**src/rtl/viterbi_pkg.sv**
```systemverilog
// Shared definitions for the K=3 rate-1/2 convolutional code.
// Holds the default constraint length and generators, the code-pair type,
// the encoder state encoding, and the reference parity function that maps a
// K-bit window {newest, ..., oldest} to a code pair.
package viterbi_pkg;

    localparam int unsigned K  = 3;
    localparam logic [K-1:0] G0 = 3'b111;
    localparam logic [K-1:0] G1 = 3'b101;

    typedef logic [1:0] code_pair_t;

    typedef enum logic [1:0] {
        ENC_IDLE = 2'd0,
        ENC_DATA = 2'd1,
        ENC_TAIL = 2'd2
    } enc_state_t;

    // [1] from G0, [0] from G1; bit K-1 of sr is the newest bit.
    function automatic code_pair_t parity_pair(input logic [K-1:0] sr);
        return {^(G0 & sr), ^(G1 & sr)};
    endfunction

endpackage

```
**src/rtl/conv_encoder.sv**
```systemverilog
// Rate-1/2 convolutional encoder with zero-tail frame termination.
// Ports:
//   clk, rst_n           clock, async active-low reset
//   in_valid/in_ready    input handshake for in_bit/in_last
//   in_bit, in_last      data bit and end-of-frame marker
//   out_valid/out_ready  output handshake for code_pair/out_last
//   code_pair            {parity(G0 & sr), parity(G1 & sr)}
//   out_last             final pair of a frame
module conv_encoder #(
    parameter int unsigned              K       = viterbi_pkg::K,
    parameter logic [K-1:0]             G0      = viterbi_pkg::G0,
    parameter logic [K-1:0]             G1      = viterbi_pkg::G1,
    parameter bit                       TAIL_EN = 1'b1
) (
    input  logic       clk,
    input  logic       rst_n,
    input  logic       in_valid,
    output logic       in_ready,
    input  logic       in_bit,
    input  logic       in_last,
    output logic       out_valid,
    input  logic       out_ready,
    output logic [1:0] code_pair,
    output logic       out_last
);
    import viterbi_pkg::*;

    localparam int unsigned HW = K - 1;
    localparam int unsigned CW = (K > 2) ? $clog2(K) : 1;

    enc_state_t   state;
    logic [HW-1:0] hist;
    logic [CW-1:0] tail_cnt;

    logic          free_c;
    logic          accept_c;
    logic          new_bit_c;
    logic [K-1:0]  sr_c;
    logic [HW-1:0] hist_next_c;
    code_pair_t    pair_c;

    // Output register can take a new pair when empty or being drained.
    assign free_c    = !out_valid || out_ready;
    assign in_ready  = rst_n && (state != ENC_TAIL) && free_c;
    assign accept_c  = in_valid && in_ready;

    // Tail cycles feed zeros into the window.
    assign new_bit_c   = (state == ENC_TAIL) ? 1'b0 : in_bit;
    assign sr_c        = {new_bit_c, hist};
    assign hist_next_c = HW'(sr_c >> 1);
    assign pair_c      = {^(G0 & sr_c), ^(G1 & sr_c)};

    // FSM, history shift register and output register.
    always_ff @(posedge clk or negedge rst_n) begin
        if (!rst_n) begin
            state     <= ENC_IDLE;
            hist      <= '0;
            tail_cnt  <= '0;
            out_valid <= 1'b0;
            code_pair <= '0;
            out_last  <= 1'b0;
        end else begin
            if (free_c) begin
                out_valid <= 1'b0;
            end
            case (state)
                ENC_IDLE, ENC_DATA: begin
                    if (accept_c) begin
                        code_pair <= pair_c;
                        out_valid <= 1'b1;
                        state     <= ENC_DATA;
                        if (in_last && TAIL_EN) begin
                            hist     <= hist_next_c;
                            tail_cnt <= CW'(K - 1);
                            out_last <= 1'b0;
                            state    <= ENC_TAIL;
                        end else if (in_last) begin
                            // No tail: close the frame on the data pair itself.
                            hist     <= '0;
                            out_last <= 1'b1;
                        end else begin
                            hist     <= hist_next_c;
                            out_last <= 1'b0;
                        end
                    end
                end
                ENC_TAIL: begin
                    if (free_c) begin
                        code_pair <= pair_c;
                        out_valid <= 1'b1;
                        hist      <= hist_next_c;
                        tail_cnt  <= tail_cnt - CW'(1);
                        if (tail_cnt == CW'(1)) begin
                            out_last <= 1'b1;
                            state    <= ENC_DATA;
                        end else begin
                            out_last <= 1'b0;
                        end
                    end
                end
                default: begin
                    state <= ENC_IDLE;
                end
            endcase
        end
    end

endmodule

```
**config.mk**
```make
export PLATFORM = sky130hd
export DESIGN_NAME = conv_encoder
export DESIGN_NICKNAME = d
export VERILOG_FILES = /design/src/rtl/viterbi_pkg.sv /design/src/rtl/conv_encoder.sv
export SDC_FILE = /design/constraint.sdc
export NUM_CORES = 1
export LEC_CHECK = 0
export CORE_AREA = 4 4 41 43
export CTS_CLUSTER_SIZE = 24
export DETAILED_ROUTE_END_ITERATION = 12
export DIE_AREA = 0 0 45 47
export GPL_ROUTABILITY_DRIVEN = 0
export SYNTH_ARGS = -nofsm -noshare
export SYNTH_HDL_FRONTEND = slang
export SYNTH_SLANG_ARGS = --single-unit
```
**constraint.sdc**
```tcl
create_clock -name clk -period 3.5 [get_ports clk]
set_clock_uncertainty 0.2 [all_clocks]
set_input_delay 0.7 -clock clk [delete_from_list [all_inputs] [get_ports clk]]
set_output_delay 0.7 -clock clk [all_outputs]
set_load 0.005 [all_outputs]
```
==> summary.txt, run 1 <==
Critical path
  – CP required: 2.60 ns
  – Cell mode on critical path: clkdlybuf4s50_1
  – CP peak stage delay: 0.49 ns
  – Critical path arrival: 2.12 ns
  – Buf/Inv on CP: 2
  – CP Capture Type: output pin
  – Critical-path maximum fanout: 9
  – Critical path's top delay family: buffers and inverters
  – Crit start category: input port
  – CP max-delay cell: clkdlybuf4s50_1
  – Crit-path cells: clkdlybuf4s50_1 -> nand2b_1 -> and3_1 -> clkdlybuf4s50_1
  – Crit Path Class: in2out

Floorplanning
  – Die Wd: 45 um
  – Die height: 47 um
  – Full die area: 0.00212 mm2
  – Area of the core: 0.00130 mm2
  – Initial Util: 38.1%
  – Row cnt: 13
  – Top-Level Pins: 11

Route
  – Post-Route WL: 835 um
  – Detailed-route via count: 361
  – First drt pass iteration count: 3
  – Iteration-0 DRC Markers: 4
  – DR vias/cell: 4.88
  – DRC viols: 0
  – Routed Antenna Nets: 0
  – Wire length per cell: 11.3 um

Job
  – Max cap viols: 0

Synthesis
  – Post-Synthesis Cells: 45
  – Cell variety after synth: 22
  – Syn Area/Cell: 11.0 um2
  – Seq/Total Area, Yosys: 50.5%
  – Post-synthesis async set-or-reset flop share: 100%
  – Syn nets: 52
  – Main flop type after synthesis: dfrtp_1
  – YS warnings: 0
  – Post-synthesis cell area: 495 um2
  – #FFs+latches synth: 10
  – Post-synth EDFFs: 0

Finish
  – Finished Layout Cells: 74
  – Layout Utilization: 50.2%
  – Post-route cell area: 653 um2
  – Nets@finish: 67
  – Ant. Diodes: 0
  – Layout cells sized above 1: 15.3%
  – Area grow syn2layout: 31.8%
  – Fillers: 125

Global route
  – Gr usage total: 9.64%
  – Vias in the first global route: 337
  – Overflow after GRT: 0
  – Largest net degree at the start of global routing: 14
  – First-pass GRT wire length: 1340 um
  – Initial antenna violation count: 0

Pwr
  – Pwr Density: 804 mW/mm2
  – Tot Pwr: 0.525 mW
  – Peak VDD IR: 301 uV
  – Leakage power: 0.306 nW

Placement
  – Dpl hpwl: 650 um
  – Placed Cells: 70
  – Pre-CTS worst setup slack: 0.469 ns
  – Post-DP Area: 617 um2
  – I/O Buffers: 10

Clocking
  – Worst-skew pair later-pin latency: 0.25 ns
  – H-tree depth: 1
  – CTS tree: yes
  – Clock Path Buffers: 2
  – Root buffer cell: clkbuf_4
  – Cts hold-fix bufs: 0
  – Clock Pin Slew Worst Setup and Hold Paths: 0.06 ns
  – Clk sinks: 10
  – Post-cts resize count: 0
  – Post-CTS Setup Bufs: 0
  – Total CTS buffers: 3

Status
  – Status: finished, final reports clean

STA
  – Slew headroom: 79.2%
  – Final worst slack: 0.483 ns
  – Final Hold Viols: 0
  – Worst hold slack: 0.284 ns
  – Period utilization: 86.2%
  – Total negative slack: 0 ns
  – Fin crit period: 3.02 ns
  – RSZ-0062 raised after global routing: no
  – # setup viols final: 0
  – Maximum clock frequency: 0.331 GHz
  – Worst slew pin tran: 0.312 ns
  – Max Slew Vio Count: 0

Hold path
  – Worst min-delay path category: reg2reg
-- state kept, by name, indices dropped and copies added, names as in the netlist --
name       cells
hist           2
code_pair      2
tail_cnt       2
state          2
out_last       1
out_valid      1
-- metal layers --
layer / wire length (um) / track usage, % / vias up
li1: - / - / 185
met1: 428 / 12.4 / 164
met2: 334 / 12.4 / 8
met3: 47 / 3.45 / 4
met4: 25 / 8.77 / 0
met5: 0 / 0 / -
-- cell usage in the layout (no fill, tap or decap) --
master,instances
buf_4,1
and2_1,1
and3b_1,1
o21ai_0,2
dfrtp_1,10
and3_1,1
clkbuf_8,1
nand2_1,5
xnor3_1,1
clkdlybuf4s50_1,10
clkbuf_4,3
xnor2_1,1
nand2b_1,2
a41o_1,1
nand3_1,3
inv_1,3
o21ai_1,1
ha_1,1
a31oi_1,2
a21oi_1,1
mux2i_1,1
nor2b_2,1
o21a_4,1
mux2_4,2
nor2_1,3
-- cell usage after synthesis (2+ instances only) --
| cell type | count | area [um2] |
|---|---|---|
| dfrtp_1 | 10 | 250 |
| o21ai_0 | 2 | 10.0 |
| mux2_4 | 2 | 30.0 |
| nand3_1 | 3 | 15.0 |
| inv_1 | 3 | 11.3 |
| nand2b_1 | 2 | 12.5 |
| nor2_1 | 3 | 11.3 |
| nand2_1 | 5 | 18.8 |
| a31oi_1 | 2 | 12.5 |
-- cell families after synthesis --
| group | count (synthesis) | share of synthesized area (%) |
|---|---|---|
| AO/OA/AOI/OAI | 8 | 11.6 |
| XOR/XNOR | 2 | 6.31 |
| AND/OR/NAND/NOR | 17 | 17.7 |
| flip-flops | 10 | 50.5 |
| adder cells (fa/ha/maj) | 1 | 2.52 |
| buffers and inverters | 4 | 3.28 |
| multiplexers | 3 | 8.08 |
-- where the power goes --
part / switching, mW / internal, mW / total (mW)
sequential: 0.0339 / 0.167 / 0.201
combinational: 0.0820 / 0.142 / 0.224
clock: 0.0371 / 0.0630 / 0.100
total: 0.153 / 0.372 / 0.525
-- worst paths after layout --
check,startpoint,endpoint,slack (ns),cells after the start
hold / removal,state[1],state[0],0.28,1
min in group asynchronous,rst_n,out_valid,0.60,2
hold reg to reg,state[1],state[0],0.28,1
setup reg to reg,state[1],hist[0],2.01,3
setup / recovery,out_ready,in_ready,0.48,4
max in group asynchronous,rst_n,state[1],2.35,2
-- cell type report --
cell class | count | area, um2 | area share [%]
flip-flops and latches | 10 | 250 | 38.3
multi-input cells | 31 | 229 | 35.1
repair buffers | 11 | 108 | 16.5
clock buffers | 4 | 36.3 | 5.56
well taps | 15 | 18.8 | 2.87
inverters | 3 | 11.3 | 1.72
Note: power is estimated with default switching activity, not from simulation.
==> run 2: changes to the inputs <==
--- a/config.mk
+++ b/config.mk
@@ -5,6 +5,7 @@
 export SDC_FILE = /design/constraint.sdc
 export NUM_CORES = 1
 export LEC_CHECK = 0
+export CAP_MARGIN = 20
 export CORE_AREA = 4 4 41 43
 export CTS_CLUSTER_SIZE = 24
 export DETAILED_ROUTE_END_ITERATION = 12
==> results of run 2 <==
Final layout, timing and power as in run 1 (identical DEF).
